File: src/rtl/imm_encoder.sv
// imm_encoder: iterative encoder for ARM data-processing 32-bit immediates.
// Searches rotations r = 0..15 (one per cycle) for the smallest r such that
// value == ROR({24'b0, imm8}, 2*r), and reports {rotate_imm, imm8}.
// Optional build macro IMM_ENC_MVN_EN: on a first-pass miss, a second pass
// searches ~value and flags a hit with use_mvn.
module imm_encoder #(
  parameter int unsigned WORD_WIDTH            = 32,
  parameter int unsigned SHIFTER_OPERAND_WIDTH = 12
) (
  input  logic                             clk,
  input  logic                             rst,
  input  logic                             start,
  input  logic [WORD_WIDTH-1:0]            value,
  output logic                             busy,
  output logic                             done,
  output logic                             found,
  output logic [3:0]                       rotate_imm,
  output logic [7:0]                       imm8,
  output logic [SHIFTER_OPERAND_WIDTH-1:0] shifter_operand,
  output logic                             use_mvn
);

  localparam int unsigned ROT_W = 4;
  localparam int unsigned IMM_W = 8;
  localparam int unsigned SH_W  = 6;

  localparam logic [1:0] ST_IDLE   = 2'd0;
  localparam logic [1:0] ST_SEARCH = 2'd1;
  localparam logic [1:0] ST_DONE   = 2'd2;

  localparam logic [ROT_W-1:0] R_LAST = 4'd15;

  logic [1:0]                       state, state_d;
  logic [ROT_W-1:0]                 r, r_d;
  logic [WORD_WIDTH-1:0]            val_q, val_d;
  logic                             busy_d, done_d, found_d;
  logic [ROT_W-1:0]                 rot_d;
  logic [IMM_W-1:0]                 imm_d;
  logic [SHIFTER_OPERAND_WIDTH-1:0] so_d;
  logic                             mvn_d;

  logic [WORD_WIDTH-1:0]            search_word;
  logic [SH_W-1:0]                  sh;
  logic [WORD_WIDTH-1:0]            rot_word;
  logic                             hit;

`ifdef IMM_ENC_MVN_EN
  logic                             pass, pass_d;
  logic                             mvn_q;
`endif

  // Word under test for the current pass (value, or its complement in pass 2)
  always_comb begin
`ifdef IMM_ENC_MVN_EN
    search_word = pass ? ~val_q : val_q;
`else
    search_word = val_q;
`endif
  end

  // Rotate left by 2*r; a shift of WORD_WIDTH yields zero, so r=0 is clean
  always_comb begin
    sh       = SH_W'({r, 1'b0});
    rot_word = (search_word << sh) | (search_word >> (SH_W'(WORD_WIDTH) - sh));
    hit      = (rot_word[WORD_WIDTH-1:IMM_W] == '0);
  end

  // Next-state and next-output logic
  always_comb begin
    state_d = state;
    r_d     = r;
    val_d   = val_q;
    busy_d  = busy;
    done_d  = 1'b0;
    found_d = found;
    rot_d   = rotate_imm;
    imm_d   = imm8;
`ifdef IMM_ENC_MVN_EN
    pass_d  = pass;
    mvn_d   = mvn_q;
`else
    mvn_d   = 1'b0;
`endif

    case (state)
      ST_IDLE: begin
        if (start) begin
          val_d   = value;
          r_d     = '0;
          found_d = 1'b0;
          busy_d  = 1'b1;
          state_d = ST_SEARCH;
`ifdef IMM_ENC_MVN_EN
          pass_d  = 1'b0;
`endif
        end
      end

      ST_SEARCH: begin
        if (hit) begin
          // First hit is the smallest rotation
          found_d = 1'b1;
          rot_d   = r;
          imm_d   = rot_word[IMM_W-1:0];
`ifdef IMM_ENC_MVN_EN
          mvn_d   = pass;
`endif
          done_d  = 1'b1;
          state_d = ST_DONE;
        end else if (r == R_LAST) begin
`ifdef IMM_ENC_MVN_EN
          if (!pass) begin
            // First pass exhausted: retry on the complement
            pass_d = 1'b1;
            r_d    = '0;
          end else begin
            found_d = 1'b0;
            rot_d   = '0;
            imm_d   = '0;
            mvn_d   = 1'b0;
            done_d  = 1'b1;
            state_d = ST_DONE;
          end
`else
          found_d = 1'b0;
          rot_d   = '0;
          imm_d   = '0;
          done_d  = 1'b1;
          state_d = ST_DONE;
`endif
        end else begin
          r_d = r + ROT_W'(1);
        end
      end

      ST_DONE: begin
        busy_d  = 1'b0;
        state_d = ST_IDLE;
      end

      default: begin
        busy_d  = 1'b0;
        state_d = ST_IDLE;
      end
    endcase

    so_d = SHIFTER_OPERAND_WIDTH'({rot_d, imm_d});
  end

  // State and registered outputs; synchronous reset clears everything
  always_ff @(posedge clk) begin
    if (rst) begin
      state           <= ST_IDLE;
      r               <= '0;
      val_q           <= '0;
      busy            <= 1'b0;
      done            <= 1'b0;
      found           <= 1'b0;
      rotate_imm      <= '0;
      imm8            <= '0;
      shifter_operand <= '0;
    end else begin
      state           <= state_d;
      r               <= r_d;
      val_q           <= val_d;
      busy            <= busy_d;
      done            <= done_d;
      found           <= found_d;
      rotate_imm      <= rot_d;
      imm8            <= imm_d;
      shifter_operand <= so_d;
    end
  end

`ifdef IMM_ENC_MVN_EN
  // Second-pass tracking and MVN flag
  always_ff @(posedge clk) begin
    if (rst) begin
      pass  <= 1'b0;
      mvn_q <= 1'b0;
    end else begin
      pass  <= pass_d;
      mvn_q <= mvn_d;
    end
  end

  assign use_mvn = mvn_q;
`else
  // MVN form not built: flag is constant and the next value is unused
  logic unused_mvn;
  assign unused_mvn = mvn_d;
  assign use_mvn    = 1'b0;
`endif

endmodule

File: config.mk
export PLATFORM = sky130hd
export DESIGN_NAME = imm_encoder
export DESIGN_NICKNAME = d
export VERILOG_FILES = /design/src/rtl/imm_encoder.sv
export SDC_FILE = /design/constraint.sdc
export NUM_CORES = 1
export LEC_CHECK = 0
export CAP_MARGIN = 20
export CORE_UTILIZATION = 55
export CTS_BUF_LIST = sky130_fd_sc_hd__clkbuf_4
export CTS_CLUSTER_SIZE = 16
export DETAILED_ROUTE_END_ITERATION = 10
export DONT_BUFFER_PORTS = 1
export PLACE_DENSITY = 0.73
export SYNTH_ARGS = -nofsm -noshare
export SYNTH_HDL_FRONTEND = slang
export SYNTH_SLANG_ARGS = --single-unit
File: constraint.sdc
create_clock -name clk -period 3.65 [get_ports clk]
set_input_delay 0.73 -clock clk [delete_from_list [all_inputs] [get_ports clk]]
set_output_delay 0.73 -clock clk [all_outputs]
set_load 0.01 [all_outputs]
==> metrics <==
largest fanout on the critical path 31; syn_area_per_cell between 8 and 9 um2; Buf+Inv Stages, Crit Path 2; max-cap violation count 0; CTS H-tree depth 2; largest net degree at the start of global routing 49; crit-path max cell delay approximately 0.45 ns; share of the synthesized area in the top cell type 25.37%; Leak 1.364 nW; routability-driven placement congestion ratio roughly 1.0; Vias approximately 3.9k; Final Hold Viols 0; Routed WL per cell 18.73 um; share of post-route cells with drive strength above 1 a little under an eighth; CTS resizes 0; storage element area 1062 um2; cells after synthesis approximately 520; area of the multi-input gates around 2800 um2; CTS clk-pin slew, worst paths 0.18 ns; crit share post-route a little over nine tenths; grt ovf 0; clock buffer depth 2; Seq cells post-synth 53; Post-Synth XOR/XNOR Area 0.4188%; Synth Area in Simple Gates 25.73%; final-stage net count approximately 520; Hold WC Path Type in -> reg; compound-cell area share of the yosys netlist about 22%; CTS Hold Bufs 0; WP data required about 3.9 ns; DRT iter0 DRCs approximately 440; Die ar. approximately 8000 um2; initial antenna violation count 0; setup TNS 0 ns; Layout area overhead 0.2692%; top cells by area, synth dfxtp_1, nand2_1, mux2i_1; DRT Wirelength 10980 um; synth cell count leaders nand2_1, dfxtp_1, a21oi_1; first-pass GRT wire length around 18000 um; largest family of logic cells by synthesized area simple AND/OR/NAND/NOR gates; drt drc 0; max_slew headroom 44.75%; EDFF count, synth 0; DRT antenna net count 0; CP Launch Type flip-flop; crit path cell chain clkinv_1, ha_1, buf_4, mux4_1, nor4_1, and2_2, o21ai_2, a211oi_4, and2_1, o221ai_1; multiplexer share of the synthesized area roughly 18%; die width 89.21 um; Clock Latency Late Sink approximately 0.4 ns; n_diodes 0; fmax 0.2884 GHz; total track usage between 20% and 30%; post-CTS setup buffer count 0; Die H just under 90 um; Initial Utilization 57.36%; drt first pass iters 5; synth unique cells 70; clock sinks 53; Crit Path Class reg -> reg; Worst-Margin Slew between 0.8 and 0.9 ns; Filler Cell Count 723; Vias/cell between 6 and 7; crit end category flip-flop; share of flip-flops with an asynchronous set or reset 0%; YS warnings 0; I/O Buffers 0; reg2reg setup slack 0.18 ns; dpl cell area a little over 4000 um2; Period minus WS final 3.468 ns; Layout Cell Area excl Fill about 4200 um2; HPWL after DPL between 7000 and 8000 um; arrival time at the worst endpoint approximately 3.8 ns; Max IR drop VDD roughly 0.00022 V; Synth Flop Type dfxtp_1; Slew Limit Fails 0; biggest area consumer among synthesized cells dfxtp_1; cell with the most instances after synthesis nand2_1; post-synthesis sequential area ratio roughly 25%; Rows 31; syn_nets roughly 560; Final setup viols 0; Root Driver clkbuf_4; # IOs between 60 and 70; PwrDens 501.2 nW/um2; Mapped Area about 4200 um2; delay-heaviest family, CP simple AND/OR/NAND/NOR gates; Num CTS Buffers 5; Slowest-stage cell, CP and2_1; vias in the first global route 3523; area share of fa/ha/maj cells after synthesis 0.5983%; RSZ-0062 raised after global routing no; Fin Clk Skew 0.02590 ns; CTS tree yes; Core ar. between 7000 and 8000 um2; status completed
flip-flops by register name, summed over array words and instances (netlist names):
signal / flops
shifter_operand: 2
r: 4
state: 2
found: 1
rotate_imm: 3
imm8: 7
search_word: 32
done: 1
busy: 1
metal layers:
| metal | global-route usage (%) | wire length, um |
|---|---|---|
| met4 | 10.25 | 260 |
| met3 | 4.340 | 882 |
| met5 | 0 | 0 |
| met1 | 42.46 | 4905 |
| met2 | 43.93 | 4929 |
cells by family after synthesis:
logic type | after synthesis
simple gates | 222
compound gates | 126
buf+inv | 68
flops | 53
mux | 48
fa+ha+maj | 2
xor+xnor | 2
other cells | 1
layout make-up:
cell class                 count  area share, %
clock buffer                   6          1.074
clock inverter                 2         0.9248
inverter                       9         0.8055
multi-input combinational    401          66.05
sequential                    53          25.33
tap                           99          2.953
timing repair buffer          16          2.864
path summary, 6_finish.rpt:
kind                               start             to  cells past startpoint
worst min-delay path                 rst  rotate_imm[0]                      1
worst min register to register  state[1]           busy                      1
worst max register to register      r[0]        imm8[4]                     10
worst max-delay path                r[0]        imm8[4]                     10
power by group:
part	internal (mW)	leakage (nW)	total, mW	switching (mW)
Clock	0.154	0.0459	0.350	0.196
Sequential	0.640	0.434	0.758	0.118
Combinational	0.424	0.884	0.994	0.570
Total	1.22	1.36	2.10	0.885
cell usage in the layout (no fill, tap or decap), types with 2 or more instances in the layout:
cell	n
a21oi_1	44
a221oi_1	2
clkbuf_4	6
nor2b_1	11
nor3_1	18
nand3_1	8
a2111oi_0	3
mux2i_1	28
nor3b_1	8
o211ai_1	5
nand3b_1	2
inv_1	8
nand2_1	104
o211ai_2	2
nor4_1	7
dfxtp_1	52
buf_4	16
mux4_2	10
mux4_1	8
o31ai_1	2
ha_1	2
o221ai_1	7
a221o_1	3
nand2b_1	3
or3b_2	2
o21ai_0	15
a2bb2oi_1	3
a311oi_1	2
mux2_2	2
nand4_1	5
and2_1	5
or2_2	4
nor4b_1	3
a31oi_1	8
or4_1	5
nor2_1	30
a211oi_1	7
o22ai_1	4
stage by stage:
stage	hold WS, ns	setup WS [ns]	utilization [%]	instances	power, mW
after floorplan	0.4509	0.2141	-	522	1.574
after global placement	0.4918	0.3306	56.37	578	1.718
after detailed placement	0.5107	0.2175	56.37	578	1.743
after CTS	0.3604	0.2052	57.52	586	2.094
after global routing	0.3528	0.009848	57.52	586	2.231
final	0.3707	0.1825	57.52	586	2.102
No activity file was read; power rests on OpenSTA's default activity.
